**src/rtl/half_subtractor.sv**
```systemverilog
// rtl/half_subtractor.sv - registered bitwise half subtractor with valid qualifier
//
// Purpose:
//   WIDTH independent 1-bit lanes. Each lane computes diff = a ^ b and
//   borrow = ~a & b. Results are registered, so there is one clock of latency.
//   Lanes never chain a borrow into each other.
//
// Optional feature (macro HALF_SUBTRACTOR_BORROW_COUNT_EN):
//   Adds a 16-bit saturating count of accepted inputs in which any lane borrowed.
//
// Ports:
//   clk          system clock, rising edge
//   rst          synchronous active-high reset
//   in_valid     qualifies a/b this cycle
//   a            minuend bits, lane i = a[i]
//   b            subtrahend bits, lane i = b[i]
//   out_valid    diff/borrow/any_borrow hold the result of the previous accepted input
//   diff         registered difference bits
//   borrow       registered borrow-out bits
//   any_borrow   registered OR-reduction of borrow
//   borrow_count (macro only) saturating count of borrowing inputs

module half_subtractor #(
  parameter int WIDTH = 1
) (
  input  logic             clk,
  input  logic             rst,
  input  logic             in_valid,
  input  logic [WIDTH-1:0] a,
  input  logic [WIDTH-1:0] b,
  output logic             out_valid,
  output logic [WIDTH-1:0] diff,
  output logic [WIDTH-1:0] borrow,
  output logic             any_borrow
`ifdef HALF_SUBTRACTOR_BORROW_COUNT_EN
  ,
  output logic [15:0]      borrow_count
`endif
);

  logic [WIDTH-1:0] borrow_next;
  logic             any_borrow_next;

  always_comb begin
    borrow_next     = ~a & b;
    any_borrow_next = |borrow_next;
  end

  // Data registers only load on accepted inputs, so values (and any X on
  // a/b) are ignored while in_valid is low and the last result is held.
  always_ff @(posedge clk) begin
    if (rst) begin
      out_valid  <= 1'b0;
      diff       <= '0;
      borrow     <= '0;
      any_borrow <= 1'b0;
    end else begin
      out_valid <= in_valid;
      if (in_valid) begin
        diff       <= a ^ b;
        borrow     <= borrow_next;
        any_borrow <= any_borrow_next;
      end
    end
  end

`ifdef HALF_SUBTRACTOR_BORROW_COUNT_EN
  // Saturating counter: stops at all-ones instead of wrapping.
  always_ff @(posedge clk) begin
    if (rst) begin
      borrow_count <= 16'h0000;
    end else if (in_valid && any_borrow_next && (borrow_count != 16'hFFFF)) begin
      borrow_count <= borrow_count + 16'h0001;
    end
  end
`endif

endmodule

```
**config.mk**
```make
export PLATFORM = sky130hd
export DESIGN_NAME = half_subtractor
export DESIGN_NICKNAME = d
export VERILOG_FILES = /design/src/rtl/half_subtractor.sv
export SDC_FILE = /design/constraint.sdc
export NUM_CORES = 1
export LEC_CHECK = 0
export ABC_CLOCK_PERIOD_IN_PS = 900
export BUFFER_PORTS_ARGS = -buffer_cell sky130_fd_sc_hd__buf_2
export CAP_MARGIN = 20
export CORE_AREA = 2 2 39 41
export DETAILED_ROUTE_END_ITERATION = 7
export DIE_AREA = 0 0 41 43
export HOLD_SLACK_MARGIN = 0.08
export SKIP_CTS_REPAIR_TIMING = 1
export SYNTH_ARGS = -nofsm -noshare
export SYNTH_HDL_FRONTEND = slang
export SYNTH_SLANG_ARGS = --single-unit
export TNS_END_PERCENT = 50
```
**constraint.sdc**
```tcl
create_clock -name clk -period 0.9 [get_ports clk]
set_input_delay 0.18 -clock clk [delete_from_list [all_inputs] [get_ports clk]]
set_output_delay 0.18 -clock clk [all_outputs]
set_load 0.01 [all_outputs]
```
==> results of run 1 <==
[logic make-up after synthesis]
kind of cell	synth area share (%)
AO/OA/AOI/OAI	6.52
multiplexers	8.70
flip-flops	52.2
AND/OR/NAND/NOR	12.0
adder cells (fa/ha/maj)	10.9
buffers and inverters	9.78
[report_power, final]
group	internal, mW	switching [mW]
clock network	0.166	0.0734
registers	0.143	0.00316
logic	0.0198	0.0186
[registers in the layout, indices dropped and copies added, names as in the netlist]
name / cells
out_valid: 1
borrow: 1
diff: 1
[routing by layer]
layer,track usage [%],up-vias,share of wire [%]
met4,10.0,0,6.5
met5,0,-,0
li1,-,57,-
met2,4.06,8,39
met1,2.86,45,38
met3,1.57,2,16
[per-stage QoR]
| step | total power, mW | instances | TNS (ns) | hold slack, ns | worst slack [ns] |
|---|---|---|---|---|---|
| floorplan | 0.166 | 11 | 0 | 0.252 | 0.147 |
| global placement | 0.185 | 34 | 0 | 0.381 | 0.0462 |
| detailed placement | 0.186 | 34 | 0 | 0.376 | 0.0267 |
| CTS | 0.434 | 38 | -0.0191 | 0.128 | -0.0106 |
| global route | 0.465 | 38 | -0.00954 | 0.117 | -0.00954 |
| finish | 0.424 | 38 | 0 | 0.122 | 0.0343 |
[worst max path at each step]
stage | startpoint | to | cells after the start
after CTS | borrow | any_borrow | 1
after global routing | borrow | borrow | 1
after floorplan | a | diff | 3
final | borrow | any_borrow | 1
after detailed placement | a | diff | 4
after global placement | a | diff | 4
[area by class of cell]
type,instances,area share [%]
inverters,1,1.91
multi-input cells,6,22.3
well taps,16,10.2
repair buffers,8,20.4
flip-flops and latches,3,31.8
clock buffers,4,13.4
[cells in the mapped netlist]
master | count | area share (%)
mux2i_1 | 1 | 8.7
inv_1 | 1 | 3.3
nor2_1 | 2 | 6.5
nor2b_1 | 1 | 5.4
buf_4 | 1 | 6.5
dfxtp_1 | 3 | 52
ha_1 | 1 | 11
a211oi_1 | 1 | 6.5
==> metrics.cfg, run 1 <==
[hold_path]
hold_end = diff
hold_class = primary input to register
whs_path_depth = 2
hp-start = rst

[timing]
grt_setup_unrepaired = true
drv_slew = 0
clock_skew_ns = 0
setup_violations = 0
relSlewSlack_pct = 89.3
finalWorstPathRequiredPeriod_ns = 0.866
worst_pin_slew_ns = 0.159
finalCritPeriodShare_pct = 96.2
hold_viol = 0
max_clock_freq_ghz = 1.16

[synthesis]
avgSynthCellArea_um2 = 10.5
netlist_area_um2 = 115
syn_inst = 11
ys_seq_area_share_pct = 52.2
yosys_warnings = 0
ys_seq_elements = 3
synthesis.nets = 17
synth_cell_type_count = 8

[finish]
drive_above_1_share_pct = 59.1
final_cell_area_um2 = 196
finalNetCount = 29
area_growth_pct = 70.7
final_cell_mix = buf_2 (8), clkbuf_4 (3), nor2_1 (2), dfxtp_2 (2)
regArea_um2 = 62.6
fillers = 161
final_core_util_pct = 14.2
layout_commonest_cell = buf_2
multi_input_area_um2 = 43.8
antenna_cells = 0

[detailed_routing]
viasPerCell = 2.95
vias = 112
ant_nets = 0
first_pass_iters = 1
drt_iter0_drc = 0
finalWirelength_um = 246
post-route-drc-count = 0
wl_per_cell_um = 6.47

[place]
gp_congestion = 0.466
placed_cell_area_um2 = 168
portBuffers = 8

[die]
die_w_um = 41
start_util_pct = 8.32
ios = 9
core_area_um2 = 1380
rows = 14
dieArea_um2 = 1760
fp.dieH_um = 43

[global_route]
grt_pass1_wl_um = 365
first_global_vias = 106
grt_max_degree = 5
antenna_found_initial = 0
overflow = 0
track_usage_pct = 4.00

[setup_path]
slowest_stage = dfxtp_2
start_kind = register
cp_num_buf_inv = 1
cp.required_ns = 0.72
r2r_setup_slack_ns = 0.28
reg2regPathDepth = 2
path_cells = buf_2
slowest_delay_ns = 0.33
r2r_end = diff
worstPathMaxFanout = 3
end_kind = output port
arrival_ns = 0.69
worstSetupPathType = register to output port
crit_family = flip-flops
r2r-start = diff

[cts]
clkTransAtPathRegs_ns = 0.04
htree_levels = 1
cts_tree = done
root_buffer = clkbuf_4
clock_latency_ns = 0.24
cts_buffer_depth = 2
cts_sinks = 3
numCtsBuffers = 3

[run_status]
outcome = finished clean

[power]
ir_drop_uv = 267
power_leakage_nw = 0.102
power_density_nw_per_um2 = 2160

[job]
maxCapViolations = 0

Power figures use the tool's default switching activity.
==> run 2, diff against run 1 <==
- ABC_CLOCK_PERIOD_IN_PS: 900 -> unset
- PLACE_DENSITY: unset -> 0.33
==> run 2 against run 1 <==
Effect of this change: utilization grew 1.1 points; final area grew 7.6%; worst setup slack lost 0.0016 ns; register-to-register slack is essentially flat; clock power shrank 2%; sequential power is essentially flat; die area is the same; first-iteration DRC count grew 1; power shrank 0.14%; wire length grew 15%; cell count is the same; critical endpoint unchanged; largest power group unchanged; highest routed layer unchanged.
==> metrics.cfg, run 2 (synthesis gave the netlist of run 1 again) <==
[setup_path]
slowest_delay_ns = 0.34  ; was 0.33 ns
crit_start = borrow  ; unchanged
r2r-start = diff  ; unchanged
cp.required_ns = 0.72  ; about the same
crit_cells = 1  ; unchanged
arrival_ns = 0.69  ; about the same
r2r_setup_slack_ns = 0.27  ; was 0.28 ns
crit_family = flip-flops  ; unchanged
reg2regPathDepth = 2  ; unchanged
start_kind = register  ; unchanged
end_kind = output port  ; unchanged
path_cells = buf_6  ; was buf_2
r2r_end = diff  ; unchanged
endpoint = any_borrow  ; unchanged
slowest_stage = dfxtp_4  ; was dfxtp_2
worstSetupPathType = register to output port  ; unchanged
worstPathMaxFanout = 3  ; unchanged
cp_num_buf_inv = 1  ; unchanged

[detailed_routing]
top_layer = met4  ; unchanged
finalWirelength_um = 282  ; was 246 um
wl_met2_um = 61  ; was 97 um
post-route-drc-count = 0  ; unchanged
ant_nets = 0  ; unchanged
wl_per_cell_um = 7.42  ; was 6.47 um
m1WireLength_um = 134  ; was 93 um
wl_met3_um = 80  ; was 39 um
vias = 113  ; was 112
drt_iter0_drc = 1  ; was 0
first_pass_iters = 2  ; was 1
viasPerCell = 2.97  ; was 2.95

[global_route]
first_global_vias = 121  ; was 106
grt_pass1_wl_um = 469  ; was 365 um
antenna_found_initial = 0  ; unchanged
grt_max_degree = 5  ; unchanged
overflow = 0  ; unchanged
track_usage_pct = 5.01  ; was 4.00%

[place]
gp_congestion = 0.556  ; was 0.466
placed_cell_area_um2 = 168  ; unchanged
portBuffers = 8  ; unchanged
dpl_worst_slack_ns = 0.00878  ; was 0.0267 ns
placed_cells = 34  ; unchanged

[power]
power.total_mw = 0.423  ; was 0.424 mW
ir_drop_uv = 593  ; was 267 uV
p_sw_mw = 0.0930  ; was 0.0952 mW
switching_share_pct = 22.0  ; was 22.5%
power.internal_mw = 0.330  ; was 0.329 mW
p_comb_share_pct = 10.0  ; was 9.1%
sequentialPowerShare_pct = 34.3  ; was 34.4%
clockPowerShare_pct = 55.8  ; was 56.6%
power_density_nw_per_um2 = 2000  ; was 2160 nW/um2
power_leakage_nw = 0.104  ; was 0.102 nW

[timing]
max_clock_freq_ghz = 1.15  ; was 1.16 GHz
worst_pin_slew_ns = 0.169  ; was 0.159 ns
drv_slew = 0  ; unchanged
setup_violations = 0  ; unchanged
finalWorstPathRequiredPeriod_ns = 0.867  ; was 0.866 ns
setup_ws_ns = 0.0328  ; was 0.0343 ns
clock_skew_ns = 0  ; unchanged
grt_setup_unrepaired = true  ; unchanged
hold_viol = 0  ; unchanged
relSlewSlack_pct = 88.6  ; was 89.3%
finalCritPeriodShare_pct = 96.4  ; was 96.2%

[finish]
drive_above_1_share_pct = 59.1  ; unchanged
final_cell_area_um2 = 211  ; was 196 um2
finalNetCount = 29  ; unchanged
antenna_cells = 0  ; unchanged
fillers = 161  ; unchanged
fin_cells = 38  ; unchanged
top_regs = borrow: 1 flops, diff: 1 flops, out_valid: 1 flops  ; unchanged
area_growth_pct = 83.7  ; was 70.7%
final_cell_mix = buf_2 (6), clkbuf_4 (3), nor2_1 (2), buf_6 (2)  ; was buf_2 (8), clkbuf_4 (3), nor2_1 (2), dfxtp_2 (2)
layout_commonest_cell = buf_2  ; unchanged

[run_status]
outcome = finished clean  ; unchanged

[cts]
root_buffer = clkbuf_4  ; unchanged
cts_tree = done  ; unchanged
cts_sinks = 3  ; unchanged
clkTransAtPathRegs_ns = 0.03  ; was 0.04 ns
htree_levels = 1  ; unchanged
numCtsBuffers = 3  ; unchanged
cts_buffer_depth = 2  ; unchanged
clock_latency_ns = 0.23  ; was 0.24 ns

[die]
core_area_um2 = 1380  ; unchanged
rows = 14  ; unchanged
start_util_pct = 8.32  ; unchanged
ios = 9  ; unchanged
die_w_um = 41  ; unchanged
fp.dieH_um = 43  ; unchanged
dieArea_um2 = 1760  ; unchanged

[hold_path]
hold_class = primary input to register  ; unchanged

[job]
maxCapViolations = 0  ; unchanged

## run 2: cell counts in the layout (fill, tap and decap cells not counted)
No cell type changed its count.
## run 2: layer usage
layer / global-route usage [%] / vias to the layer above
met3: 9.42 / 2
met1: 5.11 / 42
met2: 4.06 / 12
met5: 0 / -
li1: - / 57
met4: 2.00 / 0
## run 2: per-stage QoR
step	TNS (ns)	hold slack (ns)	utilization [%]
2_1_floorplan	0	0.252	-
3_3_place_gp	0	0.377	12.1
3_5_place_dp	0	0.384	12.1
4_1_cts	-0.00995	0.134	14.0
5_1_grt	-0.0236	0.137	15.3
6_report	0	0.135	15.3
## run 2: how the worst min path moves through the flow
stage                     from        end  slack, ns  cells after the start
after floorplan            rst  out_valid       0.25                      1
after global routing       rst     borrow       0.14                      2
after CTS                  rst  out_valid       0.13                      2
after detailed placement   rst  out_valid       0.38                      2
after global placement     rst  out_valid       0.38                      2
final                      rst     borrow       0.13                      2
## run 2: layout make-up
class	count	area [um2]	share of cell area (%)
Timing Repair Buffer	8	52.6	24.9
Clock buffer	4	26.3	12.4
Inverter	1	3.75	1.78
Tap cell	16	20.0	9.47
Multi-Input combinational cell	6	43.8	20.7
Sequential cell	3	65.1	30.8
## run 2: power by group through the flow
stage,registers [mW],logic (mW),clock network (mW)
2_1_floorplan,0.151,0.0148,0
3_3_place_gp,0.147,0.0387,0
3_5_place_dp,0.147,0.0395,0
4_1_cts,0.145,0.0395,0.251
5_1_grt,0.146,0.0483,0.276
6_report,0.145,0.0422,0.236
==> run 3, diff against run 2 <==
- ABC_AREA: unset -> 1
==> run 3 against run 2 <==
Effect of this change: clock power shrank 2%; critical path depth is the same; worst hold slack lost 0.016 ns; critical endpoint unchanged; maximum frequency grew 1.1%; wire length shrank 1.8%; register-to-register slack is essentially flat; worst setup slack gained 0.0092 ns; final area shrank 1.8%; largest cell class unchanged; count of clock-buffer cells in the layout is the same.
==> metrics.cfg, run 3 <==
[run_status]
outcome = finished clean  ; unchanged

[die]
start_util_pct = 9.13  ; was 8.32%
core_area_um2 = 1380  ; unchanged
ios = 9  ; unchanged
dieArea_um2 = 1760  ; unchanged
die_w_um = 41  ; unchanged
rows = 14  ; unchanged
fp.dieH_um = 43  ; unchanged

[setup_path]
path_cells = buf_2  ; was buf_6
cp_num_buf_inv = 1  ; unchanged
slowest_stage = dfxtp_2  ; was dfxtp_4
r2r_setup_slack_ns = 0.27  ; about the same
arrival_ns = 0.68  ; was 0.69 ns
reg2regPathDepth = 2  ; unchanged
cp.required_ns = 0.72  ; about the same
r2r_end = borrow  ; was diff
crit_cells = 1  ; unchanged
worstSetupPathType = register to output port  ; unchanged
r2r-start = borrow  ; was diff
end_kind = output port  ; unchanged
start_kind = register  ; unchanged
slowest_delay_ns = 0.32  ; was 0.34 ns
worstPathMaxFanout = 3  ; unchanged
crit_family = flip-flops  ; unchanged

[finish]
layout_commonest_cell = buf_2  ; unchanged
regArea_um2 = 62.6  ; was 65.1 um2
antenna_cells = 0  ; unchanged
area_growth_pct = 64.4  ; was 83.7%
top_regs = borrow: 1 flops, diff: 1 flops, out_valid: 1 flops  ; unchanged
final_cell_mix = buf_2 (8), inv_1 (4), nor2_1 (3), clkbuf_4 (3), dfxtp_2 (2)  ; was buf_2 (6), clkbuf_4 (3), nor2_1 (2), buf_6 (2)
finalNetCount = 34  ; was 29
final_cell_area_um2 = 208  ; was 211 um2
multi_input_area_um2 = 43.8  ; unchanged
drive_above_1_share_pct = 51.9  ; was 59.1%
fillers = 156  ; was 161

[global_route]
first_global_vias = 144  ; was 121
track_usage_pct = 5.42  ; was 5.01%
grt_max_degree = 5  ; unchanged
grt_pass1_wl_um = 510  ; was 469 um
antenna_found_initial = 0  ; unchanged
overflow = 0  ; unchanged

[synthesis]
synth_edf_count = 0  ; unchanged
synth_cell_type_count = 9  ; was 8
synth.top_cell.area_share_pct = 47.5  ; was 52.2%
synth-main-ff-cell = dfxtp_1  ; unchanged
avgSynthCellArea_um2 = 7.90  ; was 10.5 um2
ys_seq_area_share_pct = 47.5  ; was 52.2%
synthArstFlopShare_pct = 0  ; unchanged
yosys.area.top_type = dfxtp_1  ; unchanged
yosys_warnings = 0  ; unchanged
ys_seq_elements = 3  ; unchanged
synthesis.nets = 22  ; was 17
ys_top_cells_by_area = dfxtp_1 (48%), inv_1 (12%), ha_1 (9.9%)  ; was dfxtp_1 (52%), ha_1 (11%), mux2i_1 (8.7%)
syn_inst = 16  ; was 11
yosysMostFrequentCell = inv_1  ; was dfxtp_1
synthTopCellsByCount = inv_1 (4), dfxtp_1 (3), nor2_1 (3)  ; was dfxtp_1 (3), nor2_1 (2)
netlist_area_um2 = 126  ; was 115 um2

[cts]
numCtsBuffers = 3  ; unchanged
clkTransAtPathRegs_ns = 0.04  ; was 0.03 ns
cts_tree = done  ; unchanged
clock_latency_ns = 0.23  ; about the same
cts_buffer_depth = 2  ; unchanged
root_buffer = clkbuf_4  ; unchanged
htree_levels = 1  ; unchanged
cts_sinks = 3  ; unchanged

[detailed_routing]
ant_nets = 0  ; unchanged
first_pass_iters = 3  ; was 2
drt_iter0_drc = 1  ; unchanged
wl_per_cell_um = 6.44  ; was 7.42 um
viasPerCell = 2.88  ; was 2.97
vias = 124  ; was 113
finalWirelength_um = 277  ; was 282 um
post-route-drc-count = 0  ; unchanged

[place]
gp_congestion = 0.587  ; was 0.556
portBuffers = 8  ; unchanged
placed_cell_area_um2 = 179  ; was 168 um2

[hold_path]
hold_class = primary input to register  ; unchanged
hp-start = rst  ; unchanged
whs_path_depth = 2  ; unchanged
hold_end = out_valid  ; was borrow

[timing]
clock_skew_ns = 0  ; unchanged
max_clock_freq_ghz = 1.17  ; was 1.15 GHz
grt_setup_unrepaired = false  ; was true
hold_viol = 0  ; unchanged
drv_slew = 0  ; unchanged
worst_pin_slew_ns = 0.137  ; was 0.169 ns
relSlewSlack_pct = 90.7  ; was 88.6%
whs_ns = 0.119  ; was 0.135 ns
finalWorstPathRequiredPeriod_ns = 0.858  ; was 0.867 ns
finalCritPeriodShare_pct = 95.3  ; was 96.4%
setup_violations = 0  ; unchanged
tns_ns = 0  ; unchanged

[job]
maxCapViolations = 0  ; unchanged

[power]
power_density_nw_per_um2 = 2060  ; was 2000 nW/um2
ir_drop_uv = 237  ; was 593 uV
power_leakage_nw = 0.121  ; was 0.104 nW

[run 3: changes by cell type in the layout (fill, tap and decap cells not counted), sizes merged]
cell | before | now
inv | 1 | 4
nor2 | 2 | 4
o21ai | 0 | 2
a211oi | 1 | 0
mux2i | 1 | 0
nand2 | 0 | 1
nor2b | 1 | 0
[run 3: worst reg2reg max path, delay by kind of cell, from the launching register on]
family	cells	cell delay, ns
AO/OA/AOI/OAI	1	0.15
AND/OR/NAND/NOR	1	0.05
flip-flops	1	0.31
[run 3: layout make-up]
type,instances,share of cell area (%)
tap,16,9.64
clock buffer,4,12.7
sequential,3,30.1
multi-input combinational,8,21.1
timing repair buffer,8,19.3
inverter,4,7.23
[run 3: per-stage QoR]
step | instances | setup WS (ns) | utilization [%] | power (mW)
6_report | 43 | 0.0420 | 15.0 | 0.427
5_1_grt | 43 | 0.00562 | 15.0 | 0.460
4_1_cts | 43 | 0.00329 | 14.8 | 0.441
3_5_place_dp | 39 | 0.0926 | 12.9 | 0.196
3_3_place_gp | 39 | 0.104 | 12.9 | 0.194
2_1_floorplan | 16 | 0.205 | - | 0.175
[run 3: routing by layer]
metal,track usage [%],share of wire [%],vias to the layer above
li1,-,-,68
met1,4.49,45,45
met2,5.00,31,9
met3,6.28,22,2
met4,8.00,1.4,0
met5,0,0,-
[run 3: cell families after synthesis]
| logic type | share of synthesized area (%) |
|---|---|
| compound gates | 7.91 |
| fa+ha+maj | 9.90 |
| flops | 47.5 |
| buf+inv | 17.8 |
| simple gates | 16.8 |
[run 3: report_power, final]
part	internal [mW]	switching, mW
Sequential	0.144	0.00429
Clock	0.166	0.0662
Combinational	0.0221	0.0248
[run 3: worst max path at each step]
stage | from | to | slack (ns)
2_1_floorplan | a | diff | 0.21
3_3_place_gp | a | diff | 0.10
3_5_place_dp | a | diff | 0.09
4_1_cts | borrow | any_borrow | 0.003
5_1_grt | borrow | any_borrow | 0.006
6_report | borrow | any_borrow | 0.04
